### config.mk
export PLATFORM = sky130hd
export DESIGN_NAME = sipo_rx
export DESIGN_NICKNAME = d
export VERILOG_FILES = /design/src/rtl/sipo_rx.sv
export SDC_FILE = /design/constraint.sdc
export NUM_CORES = 1
export LEC_CHECK = 0
export CORE_AREA = 2 2 39 41
export CTS_BUF_LIST = sky130_fd_sc_hd__clkbuf_4
export DETAILED_ROUTE_END_ITERATION = 8
export DIE_AREA = 0 0 41 43
export PLACE_DENSITY_LB_ADDON = 0.2
export SYNTH_ARGS = -nofsm -noshare
export SYNTH_HDL_FRONTEND = slang
export SYNTH_SLANG_ARGS = --single-unit
### constraint.sdc
create_clock -name clk -period 2.25 [get_ports clk]
set_input_delay 0.45 -clock clk [delete_from_list [all_inputs] [get_ports clk]]
set_output_delay 0.45 -clock clk [all_outputs]
set_load 0.02 [all_outputs]
### src/rtl/sipo_rx.sv
// sipo_rx: LSB-first serial-to-parallel receiver with a valid/ready holding register and overrun flag; define SIPO_PARITY_EN to add a trailing even-parity bit
module sipo_rx #(
    parameter int WIDTH = 4
) (
    input  logic             clk,
    input  logic             rst,
    input  logic             si,
    input  logic             si_en,
    input  logic             clr,
    output logic [WIDTH-1:0] po,
    output logic             po_valid,
    input  logic             po_ready,
    output logic             busy,
    output logic             overrun,
    output logic             parity_err
);
`ifdef SIPO_PARITY_EN
    localparam int FRAME = WIDTH + 1;
`else
    localparam int FRAME = WIDTH;
`endif
    localparam int CW = $clog2(FRAME);

    typedef enum logic [1:0] {IDLE, SHIFT, PARITY} state_t;

    state_t           st;
    logic [CW-1:0]    cnt_q, cnt_d;
    logic [WIDTH-1:0] sh_q, sh_d, po_q, po_d, word;
    logic             po_valid_q, po_valid_d, overrun_q, overrun_d;
    logic             accept, last, load, data_bit;

    // Frame phase is implied by the bit counter alone
    always_comb begin
        st = (cnt_q != '0) ? SHIFT : IDLE;
`ifdef SIPO_PARITY_EN
        if (cnt_q == CW'(WIDTH)) st = PARITY;
`endif
    end

    // Next-state for counter, shifter, holding register and overrun flag
    always_comb begin
        accept     = si_en && !clr;
        data_bit   = (st != PARITY);
        last       = accept && (cnt_q == CW'(FRAME - 1));
        word       = data_bit ? {si, sh_q[WIDTH-1:1]} : sh_q;
        load       = last && (!po_valid_q || po_ready);
        cnt_d      = clr ? '0 : !accept ? cnt_q : last ? '0 : cnt_q + 1'b1;
        sh_d       = clr ? '0 : (accept && data_bit) ? word : sh_q;
        po_d       = load ? word : po_q;
        po_valid_d = clr ? 1'b0 : load ? 1'b1 : (po_valid_q && po_ready) ? 1'b0 : po_valid_q;
        overrun_d  = clr ? 1'b0 : (last && po_valid_q && !po_ready) ? 1'b1 : overrun_q;
    end

    // State registers; reset drops any partial frame and the held word
    always_ff @(posedge clk or posedge rst) begin
        if (rst) begin
            cnt_q      <= '0;
            sh_q       <= '0;
            po_q       <= '0;
            po_valid_q <= 1'b0;
            overrun_q  <= 1'b0;
        end else begin
            cnt_q      <= cnt_d;
            sh_q       <= sh_d;
            po_q       <= po_d;
            po_valid_q <= po_valid_d;
            overrun_q  <= overrun_d;
        end
    end

`ifdef SIPO_PARITY_EN
    logic parity_err_q, parity_err_d;

    // Parity verdict travels with the word it belongs to
    always_comb begin
        parity_err_d = clr ? 1'b0 : load ? (^sh_q ^ si) : parity_err_q;
    end

    // Parity result register
    always_ff @(posedge clk or posedge rst) begin
        if (rst) parity_err_q <= 1'b0;
        else     parity_err_q <= parity_err_d;
    end

    assign parity_err = parity_err_q;
`else
    assign parity_err = 1'b0;
`endif

    assign po       = po_q;
    assign po_valid = po_valid_q;
    assign overrun  = overrun_q;
    assign busy     = (st != IDLE);
endmodule

# Word level (Yosys, flattened, before mapping)
# Cells that the tools add are included.
dict set report totals {
  regBits 12
  inputBits 6
  out_inout_bits 8
}
dict set report classes {
  addsub 1
  eq_ne 2
  mux 12
  n_reduce_logical 17
}
# op count
set op_table {}
lappend op_table {{2-to-1 mux 4 bit} 3}
lappend op_table {{nonzero test 2 bit} 5}
lappend op_table {{logical AND 1 bit} 7}
lappend op_table {{2-to-1 mux 1 bit} 6}
lappend op_table {{2-to-1 mux 2 bit} 3}
lappend op_table {{zero test 1 bit} 3}
lappend op_table {{nonzero test 3 bit} 1}
lappend op_table {{adder 2 x 1 -> 2 bit (second input constant)} 1}
lappend op_table {{equality test 2 bit (second input constant)} 1}
lappend op_table {{inequality test 1 x 2 -> 1 bit (second input constant)} 1}
lappend op_table {{logical OR 1 bit} 1}

# Logic depth before layout (Yosys ltp)
# Gate-level depths: netlist (run 1).
dict set report logic_depth {
  ltp_word 7
  ltp_mapped 4
  ltp_nobuf 4
}

# Worst setup path before layout (run 1)
# Ideal clock, no wire load.
dict set report synth_path {
  path_type {register to register}
  startpoint {register po_valid_q (netlist: po_valid)}
  endpoint {register po_q[3] (netlist: po[3])}
  arrival_ns 1.194
  path_slack_ns 0.931
  path_stages_with_launch 4
  n_path_buf 0
  path_cell_list {dfrtp_1 nor2b_2 nor3_4 mux2_2}
}
dict set report synth_between {
  elab_chain_len 3
}
# item line_no
set synth_lines {}
lappend synth_lines {{start, declared} 29} ;# logic po_valid_q, po_valid_d, overrun_q, overrun_d;
lappend synth_lines {{start signal, assigned} 66} ;# po_valid_q <= po_valid_d;
lappend synth_lines {{zero test 1 bit} 46} ;# load = last && (!po_valid_q || po_ready);
lappend synth_lines {{logical OR 1 bit} 46}
lappend synth_lines {{logical AND 1 bit} 46}
lappend synth_lines {{end signal, assigned} 65} ;# po_q <= po_d;
lappend synth_lines {{end, declared} 28} ;# logic [WIDTH-1:0] sh_q, sh_d, po_q, po_d, word;
# Every way passes these cells.
# A chain may end at the register's enable or synchronous reset.

# Final worst setup path (run 1)
dict set report layout_path {
  startpoint {register cnt_q[0]}
  endpoint {output port busy}
}
dict set report layout_between {
  elab_chain_len 3
}
# item line_no
set layout_lines {}
lappend layout_lines {{start, declared} 27} ;# logic [CW-1:0] cnt_q, cnt_d;
lappend layout_lines {{start signal, assigned} 63} ;# cnt_q <= cnt_d;
lappend layout_lines {{nonzero test 2 bit} 34} ;# st = (cnt_q != '0) ? SHIFT : IDLE;
lappend layout_lines {{2-to-1 mux 1 bit} 34}
lappend layout_lines {{nonzero test 2 bit} 93} ;# assign busy = (st != IDLE);
lappend layout_lines {{end, declared} 13} ;# output logic busy,
# Every way passes these cells.

==> out/results.md, run 1 <==
STA
• **summed negative setup slack over all endpoints** 0 ns
• **setup violation total in the final timing report** 0
• **Min Clock Period, post-route** 1.99 ns
• **Final Max Slew Viols** 0
• **Hold Slack** 0.471 ns
• **worst clock skew** 0.00982 ns
• **count of final hold-check violations** 0
• **worst setup margin** 0.259 ns
• **final period utilization** 0.885
• **setup repair after global routing missed its margin** false
• **max frequency** 502 MHz

CTS
• **CTS sink cnt** 11
• **Post-CTS Setup Inserts** 0
• **post-cts repair resize count** 0
• **TritonCTS buffer count** 3
• **number of H-tree levels** 1
• **TritonCTS clock tree** built
• **Clock Tree Buf Depth** 2
• **clock network latency to the later pin of the worst-skew pair** 0.27 ns
• **quantity of hold-fixing buffers added after cts** 0
• **clock transition at the registers of the reported paths** 0.07 ns
• **cell at the root of the clock tree** sky130_fd_sc_hd__clkbuf_4

Routing
• **drt total wl** 772 um
• **detailed-router iteration count before antenna repair** 3
• **routed vias/inst** 4.51
• **DRT antenna net count** 0
• **vias after detailed routing** 325
• **number of DRC violations after detailed routing** 0
• **routed length per placed instance** 10.7 um
• **drt initial violations** 4

Logic synthesis
• **Yosys warning total** 0
• **async set or reset register ratio after synthesis** 1.00
• **Main synth FF type** sky130_fd_sc_hd__dfrtp_1
• **Syn Nets** 50
• **sequential-to-total area share from yosys stat** 0.545
• **gate count after technology mapping** 42
• **top post-synthesis cells by area** sky130_fd_sc_hd__dfrtp_1 54%, sky130_fd_sc_hd__mux2_2 8.9%, sky130_fd_sc_hd__mux2i_1 7.9%, sky130_fd_sc_hd__nor2_1 5.2%, sky130_fd_sc_hd__ha_1 5.0%
• **cell with the most instances after synthesis** sky130_fd_sc_hd__dfrtp_1
• **ranking of synthesized cells by instance count** 11 x sky130_fd_sc_hd__dfrtp_1, 7 x sky130_fd_sc_hd__nor2_1, 4 x sky130_fd_sc_hd__inv_1, 4 x sky130_fd_sc_hd__mux2_2, 4 x sky130_fd_sc_hd__mux2i_1
• **largest area contributor in the synthesized netlist** sky130_fd_sc_hd__dfrtp_1
• **area fraction of the dominant cell type after synthesis** 0.545
• **post-synth cell types** 16
• **cell area after synthesis** 505 sq um
• **EDFF count, synth** 0
• **flip-flop and latch count after synthesis** 11
• **mean area per synthesized cell** 12.0 sq um

Place
• **Placement Setup Slack** 0.399 ns
• **post-placement cell count** 68
• **Port Buffers** 12
• **final RePlAce weighted congestion** 0.736

Worst setup path
• **path type of the worst setup path** reg2out
• **worst path required time** 1.80 ns
• **register-to-register setup slack** 0.87 ns
• **maximum fanout count along the critical path** 3
• **element type at the critical path start** flop
• **endpoint type of the worst setup path** primary output
• **Worst path most repeated cell** sky130_fd_sc_hd__inv_1
• **Cell Chain, Critical Path** inv_1 -> ha_1 -> inv_1 -> clkdlybuf4s50_1
• **master of the slowest instance on the critical path** sky130_fd_sc_hd__clkdlybuf4s50_1
• **arrival time at the worst endpoint** 1.54 ns
• **max incr delay on CP** 0.59 ns

Status
• **outcome** finished, final reports clean

GRT
• **antenna violations before repair** 0
• **vias in the first global route** 338
• **pin count of the biggest net entering global routing** 12
• **GR Overflow Total** 0
• **global-route wire length before repair** 1320 um
• **all-layer global routing usage** 0.121

Die
• **area of the die** 1760 sq um
• **Horiz. Die Dim** 41 um
• **Rows** 14
• **I/O pin cnt** 14
• **Die H** 43 um
• **Starting Density** 0.365
• **Core Region** 1380 sq um

Min path
• **type of the tightest min-delay check** in2async

Final layout
• **area grow syn2layout** 30.4%
• **count of non-filler cells in the finished layout** 72
• **layout cells sized above 1** 0.214
• **utilization after layout** 0.476
• **number of diodes added for antenna fixing** 0
• **number of nets in the layout** 65

Power
• **Max VDD drop** 0.362 mV
• **power per standard cell area** 650 nW/um^2
• **static leakage power** 0.000318 uW

Job
• **number of maximum-capacitance violations** 0

==> registers in the layout, summed over array words and instances (netlist names) <==
| register | cells |
|---|---|
| cnt_q | 2 |
| overrun | 1 |
| po | 4 |
| po_valid | 1 |
| sh_q | 3 |
==> layout by cell type, fill, tap and decap left out <==
| cell type | Yosys | final |
|---|---|---|
| sky130_fd_sc_hd__a21oi_1 | 1 | 1 |
| sky130_fd_sc_hd__a31oi_1 | 1 | 1 |
| sky130_fd_sc_hd__buf_4 | 1 | 1 |
| sky130_fd_sc_hd__clkbuf_4 | 0 | 4 |
| sky130_fd_sc_hd__clkdlybuf4s50_1 | 0 | 12 |
| sky130_fd_sc_hd__conb_1 | 1 | 1 |
| sky130_fd_sc_hd__dfrtp_1 | 11 | 11 |
| sky130_fd_sc_hd__ha_1 | 2 | 2 |
| sky130_fd_sc_hd__inv_1 | 4 | 4 |
| sky130_fd_sc_hd__mux2_2 | 4 | 4 |
| sky130_fd_sc_hd__mux2i_1 | 4 | 4 |
| sky130_fd_sc_hd__nand2_2 | 1 | 1 |
| sky130_fd_sc_hd__nor2_1 | 7 | 7 |
| sky130_fd_sc_hd__nor2b_2 | 1 | 1 |
| sky130_fd_sc_hd__nor3_4 | 1 | 1 |
| sky130_fd_sc_hd__xnor2_1 | 1 | 1 |
==> report_power, final <==
group	internal (uW)	switching, uW
clock	80.4	60.1
combinational	37.3	34.8
sequential	209	7.16
total	327	102
==> through the flow <==
stage	cell area (sq um)	power, uW
3_5_place_dp	629	293
5_1_grt	659	459
3_3_place_gp	629	294
6_report	659	429
2_1_floorplan	505	263
4_1_cts	659	439
==> layer usage <==
| layer | track usage | vias to the layer above | part of all wire | wire length [um] |
|---|---|---|---|---|
| li1 | - | 160 | - | - |
| met1 | 0.115 | 154 | 0.41 | 313 |
| met2 | 0.191 | 11 | 0.50 | 387 |
| met3 | 0.0942 | 0 | 0.092 | 71 |
| met4 | 0.0400 | 0 | 0 | 0 |
| met5 | 0 | - | 0 | 0 |
==> logic make-up (layout without fill, tap and decap cells) <==
group,after synthesis,after routing,share of synthesized area
xor gates and xnor gates,1,1,0.0173
muxes,8,8,0.168
DFF,11,11,0.545
other,1,1,0.00742
buffers and inverters,7,21,0.0767
and+or+nand+nor,10,10,0.114
adders and majority gates,2,2,0.0495
AOI/OAI and AO/OA,2,2,0.0223
==> final timing paths <==
path	from	end	cells past startpoint
min in group clk	po[2]$_DFFE_PP0P_	po[2]$_DFFE_PP0P_	1
worst min register to register	po[2]$_DFFE_PP0P_	po[2]$_DFFE_PP0P_	1
worst min-delay path	rst	cnt_q[0]$_DFFE_PP0P_	2
worst max register to register	cnt_q[0]$_DFFE_PP0P_	po[1]$_DFFE_PP0P_	4
max in group asynchronous	rst	po[3]$_DFFE_PP0P_	2
worst max-delay path	cnt_q[0]$_DFFE_PP0P_	busy	4
==> cell type report <==
cell class / count / area [sq um]
clock buffer: 4 / 30.0
fill: 130 / 724
inverter: 4 / 15.0
multi-input combinational: 24 / 191
sequential: 11 / 275
tap: 16 / 20.0
timing repair buffer: 13 / 128
==> critical path, delay by kind of cell, from the launching register on <==
kind / cells / cell delay (ns)
flops: 1 / 0.39
buf+inv: 3 / 0.70
fa+ha+maj: 1 / 0.19
(Power assumes the default switching activity.)
==> inputs of run 2 (changes only) <==
--- a/config.mk
+++ b/config.mk
@@ -6,7 +6,6 @@
 export NUM_CORES = 1
 export LEC_CHECK = 0
 export CORE_AREA = 2 2 39 41
-export CTS_BUF_LIST = sky130_fd_sc_hd__clkbuf_4
 export DETAILED_ROUTE_END_ITERATION = 8
 export DIE_AREA = 0 0 41 43
 export PLACE_DENSITY_LB_ADDON = 0.2
==> run 2 against run 1 <==
Register-to-register slack is essentially flat. Cell count is the same. Clock skew is essentially flat. Power shrank 2.7%. Die area is the same. Via count grew 0.92%. Combinational power is essentially flat. First-iteration DRC count shrank 50%. Utilization shrank 0.27 points. Clock-buffer cell count is the same. Sequential share of layout area grew 0.24 points.
==> out/results.md, run 2 (same netlist as run 1, synthesis figures left out) <==
Final layout
• **most frequent cells in the layout** 12 x sky130_fd_sc_hd__clkdlybuf4s50_1, 11 x sky130_fd_sc_hd__dfrtp_1, 7 x sky130_fd_sc_hd__nor2_1
• **number of diodes added for antenna fixing** 0
• **number of nets in the layout** 65
• **most common cell after layout, fill and taps aside** sky130_fd_sc_hd__clkdlybuf4s50_1
• **number of flip-flops in the largest register** 4
• **layout cells sized above 1** 0.196
• **Filler Cells Inserted** 131
• **area grow syn2layout** 29.7%

Die
• **Horiz. Die Dim** 41 um
• **Die H** 43 um
• **Core Region** 1380 sq um
• **I/O pin cnt** 14
• **area of the die** 1760 sq um
• **Rows** 14
• **Starting Density** 0.365

Worst setup path
• **path type of the worst setup path** reg2out
• **CP endpoint** busy
• **crit path from** cnt_q[0]$_DFFE_PP0P_
• **element type at the critical path start** flop
• **endpoint of the worst-slack reg-to-reg timing path** po[1]$_DFFE_PP0P_
• **worst path required time** 1.80 ns
• **maximum fanout count along the critical path** 3
• **register-to-register setup slack** 0.86 ns
• **worst reg2reg path startpoint** cnt_q[0]$_DFFE_PP0P_
• **path depth of the worst reg2reg path** 4
• **arrival time at the worst endpoint** 1.55 ns
• **endpoint type of the worst setup path** primary output

Place
• **final RePlAce weighted congestion** 0.736
• **Port Buffers** 12

Routing
• **drt initial violations** 2
• **detailed-router iteration count before antenna repair** 3
• **DRT antenna net count** 0
• **number of DRC violations after detailed routing** 0
• **vias after detailed routing** 328
• **routed length per placed instance** 10.9 um
• **drt total wl** 785 um
• **routed vias/inst** 4.56

STA
• **count of final hold-check violations** 0
• **Min Clock Period, post-route** 2.00 ns
• **setup repair after global routing missed its margin** false
• **setup violation total in the final timing report** 0
• **Final Max Slew Viols** 0
• **worst clock skew** 0.0101 ns
• **max frequency** 500 MHz
• **Hold Slack** 0.471 ns
• **final period utilization** 0.888
• **summed negative setup slack over all endpoints** 0 ns

GRT
• **global-route wire length before repair** 1300 um
• **vias in the first global route** 338
• **antenna violations before repair** 0
• **pin count of the biggest net entering global routing** 12
• **GR Overflow Total** 0
• **all-layer global routing usage** 0.120

CTS
• **clock network latency to the later pin of the worst-skew pair** 0.27 ns
• **quantity of hold-fixing buffers added after cts** 0
• **post-cts repair resize count** 0
• **number of H-tree levels** 1
• **CTS sink cnt** 11
• **cell at the root of the clock tree** sky130_fd_sc_hd__clkbuf_4
• **Post-CTS Setup Inserts** 0
• **Clock Tree Buf Depth** 2
• **TritonCTS buffer count** 3
• **clock transition at the registers of the reported paths** 0.07 ns
• **TritonCTS clock tree** built

Job
• **number of maximum-capacitance violations** 0

Power
• **power per standard cell area** 636 nW/um^2
• **static leakage power** 0.000314 uW
• **Max VDD drop** 0.362 mV

Min path
• **type of the tightest min-delay check** in2async

Status
• **outcome** finished, final reports clean

## run 2: changes by cell type in the layout (fill, tap and decap cells not counted)
cell                       previous run  this run
sky130_fd_sc_hd__clkbuf_1             0         1
sky130_fd_sc_hd__clkbuf_4             4         3
## run 2: worst min path at each step
stage	slack, ns	cells past startpoint	endpoint
2_1_floorplan	0.30	1	cnt_q[0]$_DFFE_PP0P_
3_3_place_gp	0.48	2	overrun$_DFFE_PP0P_
3_5_place_dp	0.50	1	po[2]$_DFFE_PP0P_
4_1_cts	0.48	2	cnt_q[0]$_DFFE_PP0P_
5_1_grt	0.51	2	cnt_q[1]$_DFFE_PP0P_
6_report	0.47	2	cnt_q[0]$_DFFE_PP0P_
## run 2: final cells by class
| type | count | area, sq um | share of cell area |
|---|---|---|---|
| Clock buffer | 4 | 26.3 | 0.0401 |
| Tap cell | 16 | 20.0 | 0.0305 |
| Multi-Input combinational cell | 24 | 191 | 0.292 |
| Inverter | 4 | 15.0 | 0.0229 |
| Sequential cell | 11 | 275 | 0.420 |
| Timing Repair Buffer | 13 | 128 | 0.195 |
## run 2: metrics by stage
stage | power (uW) | area [sq um] | std cells | worst slack, ns | utilization
4_1_cts | 426 | 656 | 72 | 0.240 | 0.474
5_1_grt | 447 | 656 | 72 | 0.160 | 0.474
3_3_place_gp | 294 | 629 | 68 | 0.413 | 0.455
3_5_place_dp | 293 | 629 | 68 | 0.399 | 0.455
2_1_floorplan | 263 | 505 | 42 | 0.931 | -
6_report | 417 | 656 | 72 | 0.252 | 0.474
## run 2: where the power goes
group	internal, uW	total [uW]	switching [uW]
sequential	209	216	7.26
clock	68.4	129	60.3
combinational	37.3	72.2	34.9
## run 2: worst max-delay path: stages, from the launching register on
cell and delay (ns):
sky130_fd_sc_hd__dfrtp_1 0.40, sky130_fd_sc_hd__inv_1 0.06, sky130_fd_sc_hd__ha_1 0.19, sky130_fd_sc_hd__inv_1 0.05
sky130_fd_sc_hd__clkdlybuf4s50_1 0.59
## run 2: metal layers
metal  global-route usage  up-vias  share of wire
met1                0.112      156           0.41
li1                     -      161              -
met3               0.0942        0          0.090
met5                    0        -              0
met4               0.0400        0              0
met2                0.191       11           0.50
==> RTL edit 1, RTL diff (config.mk and constraints of run 2) <==
Build with the macro `SIPO_PARITY_EN` defined.
--- a/src/rtl/sipo_rx.sv
+++ b/src/rtl/sipo_rx.sv
@@ -1,2 +1,4 @@
 // sipo_rx: LSB-first serial-to-parallel receiver with a valid/ready holding register and overrun flag; define SIPO_PARITY_EN to add a trailing even-parity bit
+`define SIPO_PARITY_EN
+
 module sipo_rx #(
Formal check against the unedited RTL: not equivalent (a bounded check fails within 10 cycles, from zero or initial values and one cycle with rst high).
==> RTL edit 1 against run 2 <==
Register-to-register slack got worse by 270 ps. Sequential cell count rose by 3. Total power rose by 10%. Setup slack got worse by 70 ps. Clock power rose by 5%. Cell area rose by 32%. Synthesized area rose by 35%. Routed wire length rose by 50%. Fmax fell by 3.4%. Critical path type unchanged.
==> RTL edit 1: results (changes against run 2) <==
| Metric | Value |
|---|---|
| DR vias/cell | `5.20 (+14%)` |
| Vias in the first global route | `474 (+40%)` |
| Most instantiated cells after synthesis | `14 x dfrtp_1, 7 x nor2_1, 5 x mux2i_1` |
| Area share of the largest cell type after synthesis | `0.512 (-0.0327)` |
| Worst vdd ir | `0.000371 V (+2.4%)` |
| DRT met1 WL | `533 microns (+67%)` |
| Mapped Nets | `66 (+32%)` |
| M2 GR Usage | `0.256 (+0.0656)` |
| IO Port Bufs | `13 (+1)` |
| Pin count of the biggest net entering global routing | `15 (+3)` |
| Starting DRC count in detailed routing | `1 (-1)` |
| NumNets Final | `85 (+31%)` |
| Sequential share of cell area | `0.405 (-0.0152)` |
| Top sig layer | `met4` |
| Data buffer area share | `0.175 (-0.0198)` |
| Diodes inserted | `0 (unchanged)` |
| Aggregate global-route resource usage | `0.170 (+0.0498)` |
| Multi-input gate share of total cell area | `0.354 (+0.0621)` |
| Clock-cell share | `0.0260 (-0.0141)` |
| Global-route wire length before repair | `1960 microns (+50%)` |
| Detailed-route wire length | `1170 microns (+50%)` |
| Clock network power share | `0.294 (-0.014)` |
| Unique cell type count in the Yosys netlist | `25 (+9)` |
| Routability cong. | `0.758 (+3.1%)` |
| Initial DRT Pass Iterations | `2 (-1)` |
| Multi-Input Combinational | `38 (+58%)` |
| CLK BUF | `3 (-1)` |
| Critical Path Fanout Max | `6 (+3)` |
| Final Skew | `2.26 ps (-7.89 ps)` |
| Status | `finished clean` |
| Yosys reg bits | `14 (+3)` |
| Crit path arrival time | `1620 ps (+70 ps)` |
| Top cells by area, synth | `dfrtp_1 51%, mux2i_1 7.3%, mux2_2 4.9%` |
| Slew @ Worst Pin | `531 ps` |
| Int Pwr | `351 uW (+11%)` |
| Hold Path Class | `input port to asynchronous set/reset pin` |
| Leak | `0.000412 uW (+31%)` |
| Met2 wire len | `566 microns (+44%)` |
| Met1 usage | `0.217 (+0.105)` |
| Layout cells sized above 1 | `0.200 (+0.00357)` |
| Register area share after synthesis | `0.512 (-0.0327)` |
| Largest stage delay, worst path | `400 ps (-190 ps)` |
| # resized after CTS | `2 (+2)` |
| Largest delay share family, worst path | `buffers and inverters` |
| CP max-delay cell | `dfrtp_1` |
| GR Util met3 | `0.0314 (-0.0628)` |
| Bufs w/o clock | `16 (+3)` |
| Detail Route met3 WL | `53 microns (-25%)` |
-- RTL edit 1: cell count changes in the layout (fill, tap and decap cells not counted), moves of 2 or more --
cell / run 2 / this run
o21ai_0: 0 / 2
buf_4: 1 / 3
dfrtp_1: 11 / 14
nand2_1: 0 / 2
-- RTL edit 1: worst paths after layout --
path | slack, ps | cells past startpoint | end | start
max in group asynchronous | 1380 | 2 | cnt_q[0] | rst
worst min register to register | 510 | 1 | po[3] | po[3]
worst max-delay path | 180 | 4 | busy | cnt_q[0]
worst max register to register | 590 | 5 | po[2] | cnt_q[0]
worst min-delay path | 510 | 2 | sh_q[2] | rst
min in group clk | 510 | 1 | po[3] | po[3]
-- RTL edit 1: cell families (layout without fill, tap and decap cells) --
| group | after synthesis | count (layout) | synth area share |
|---|---|---|---|
| adders and majority gates | 2 | 2 | 0.0366 |
| and+or+nand+nor | 16 | 16 | 0.126 |
| buffers and inverters | 6 | 23 | 0.0439 |
| AOI/OAI and AO/OA | 8 | 8 | 0.0786 |
| muxes | 9 | 9 | 0.144 |
| xor gates and xnor gates | 3 | 3 | 0.0585 |
| DFF | 14 | 14 | 0.512 |
-- RTL edit 1: power groups by stage --
stage                     Clock [uW]  Sequential, uW  Combinational (uW)
after floorplan                    0             267                41.2
after global placement             0             266                62.7
after detailed placement           0             267                63.7
after CTS                        142             262                64.3
after global routing             150             263                69.8
final                            135             262                63.2
-- RTL edit 1: through the flow --
stage          setup WS, ps  utilization  area, sq um  total power (uW)  cells
4_1_cts                 166        0.626          866               468     91
2_1_floorplan           658            -          684               308     58
3_3_place_gp            256        0.608          842               329     88
5_1_grt                 102        0.626          866               483     91
6_report                182        0.626          866               460     91
3_5_place_dp            210        0.608          842               331     88
==> RTL edit 2, RTL diff (settings of run 2) <==
Without the edit above. `sh_q` and `po_q` no longer have a reset.
--- a/src/rtl/sipo_rx.sv
+++ b/src/rtl/sipo_rx.sv
@@ -57,4 +57,2 @@
             cnt_q      <= '0;
-            sh_q       <= '0;
-            po_q       <= '0;
             po_valid_q <= 1'b0;
@@ -63,4 +61,2 @@
             cnt_q      <= cnt_d;
-            sh_q       <= sh_d;
-            po_q       <= po_d;
             po_valid_q <= po_valid_d;
@@ -68,2 +64,7 @@
         end
+    end
+
+    always_ff @(posedge clk) begin
+        sh_q <= sh_d;
+        po_q <= po_d;
     end
Function: differs if rst is asserted again (counterexample within 10 cycles, from zero or initial values and one cycle with rst high); with rst held inactive, the same outputs for 10 cycles.
==> RTL edit 2 against run 2 <==
Sequential cell count is the same. Synthesized area shrank 7.9%. Clock skew shrank 9.4 ps. Total power shrank 5.9%. Cell area shrank 4.8%. Synthesized cell count shrank 7.1%. Global-route usage shrank 0.97 points. Setup slack lost 7.5 ps. Routed wire length shrank 2.2%. Via count shrank 5.8%. Count of clock-buffer cells in the layout is the same. Critical path depth is the same. First-iteration DRC count grew to 4.0 times the old value. Largest power group unchanged.
==> RTL edit 2: results (changes against run 2) <==
| Metric | Value |
|---|---|
| Vias after detailed routing | `309 (-5.8%)` |
| Aggregate global-route resource usage | `0.111 (-0.00975)` |
| Worst vdd ir | `0.000312 V (-14%)` |
| Area of the multi-input gates | `144 sq um (-25%)` |
| Top cells by area, synth | `edfxtp_1 26%, dfrtp_1 22%, dfxtp_1 13%` |
| Final Skew | `0.751 ps (-9.40 ps)` |
| Post-DP Area | `598 sq um (-5.0%)` |
| Worst hold slack | `348 ps (-123 ps)` |
| Wire per inst | `11.0 microns (+0.63%)` |
| Routability cong. | `0.734 (-0.22%)` |
| CTS Buffer Depth | `2 (unchanged)` |
| Critical Path Fanout Max | `4 (+1)` |
| Status | `finished clean` |
| Inverters | `5 (+1)` |
| Clock-cell share | `0.0421 (+0.00201)` |
| # resized after CTS | `0 (unchanged)` |
| Bufs w/o clock | `14 (+1)` |
| Clock latency on the worst-skew pair | `270 ps (about the same)` |
| Multi-Input Combinational | `20 (-17%)` |
| NumNets Final | `63 (-3.1%)` |
| Multi-input gate share of total cell area | `0.230 (-0.0615)` |
| FF/Latch Area | `280 sq um (+1.8%)` |
| Int Pwr | `302 uW (-3.9%)` |
| Diodes inserted | `0 (unchanged)` |
| R2R Path End | `po[0]` |
| R2R Setup Slk | `950 ps (+90 ps)` |
| Register area share after synthesis | `0.602 (+0.0576)` |
| Minimum clock period | `2010 ps (+7.52 ps)` |
| FF-to-FF path depth | `4 (unchanged)` |
| Flip-flop count of the largest register after layout | `4 (unchanged)` |
| Mapped Cells | `39 (-7.1%)` |
| Unique cell type count in the Yosys netlist | `18 (+2)` |
| Most instantiated cells after synthesis | `5 x inv_1, 4 x dfrtp_1, 4 x edfxtp_1, 4 x mux2i_1, 4 x nor2_1` |
| EDFF count, synth | `4 (+4)` |
| Ys async rst share | `0.364 (-0.636)` |
| Pin count of the biggest net entering global routing | `9 (-3)` |
| Starting DRC count in detailed routing | `8 (+6)` |
| Placed insts | `66 (-2.9%)` |
| Vias in the first global route | `317 (-6.2%)` |
| Setup WS pre-CTS | `484 ps (+85.3 ps)` |
| CLK BUF | `4 (unchanged)` |
| Comb pwr | `42.2 uW (-42%)` |
| Switching Share | `0.230 (-0.0157)` |
| Leak | `0.000264 uW (-16%)` |
| Layout cells sized above 1 | `0.111 (-0.0853)` |
| Global-route wire length before repair | `1220 microns (-6.4%)` |
| Detailed-route wire length | `768 microns (-2.2%)` |
| Htree depth | `1 (unchanged)` |
| Initial DRT Pass Iterations | `3 (unchanged)` |
| Mapped Nets | `47 (-6.0%)` |
| Largest stage delay, worst path | `590 ps (about the same)` |
| Post-CTS setup buffer count | `0 (unchanged)` |
| Data buffer area share | `0.216 (+0.0218)` |
| Die ar. | `0.00176 sq mm (unchanged)` |
| P_clk | `135 uW (+5%)` |
-- RTL edit 2: cell count changes in the layout (fill, tap and decap cells not counted), moves of 2 or more --
cell      delta
dfrtp_1      -7
edfxtp_1     +4
mux2_2       -4
dfxtp_1      +3
nor2_1       -3
nand2b_1     +2
-- RTL edit 2: routing by layer --
layer  wire [microns]  GRT usage  part of all wire  vias to the layer above
met1              310      0.107              0.40                      146
li1                 -          -                 -                      157
met5                0          0                 0                        -
met4                0      0.100                 0                        0
met3               27     0.0314             0.035                        0
met2              430      0.175              0.56                        6
-- RTL edit 2: critical path: cells and delay by family (launching register included) --
kind / cells / cell delay, ps
fa+ha+maj: 1 / 190
flops: 1 / 390
buf+inv: 3 / 700
-- RTL edit 2: cell families after synthesis --
family          after synthesis  share of synthesized area
flops                        11                      0.602
simple gates                 10                      0.121
buf+inv                       8                     0.0887
mux                           4                     0.0860
compound gates                3                     0.0403
fa+ha+maj                     2                     0.0538
other cells                   1                    0.00806
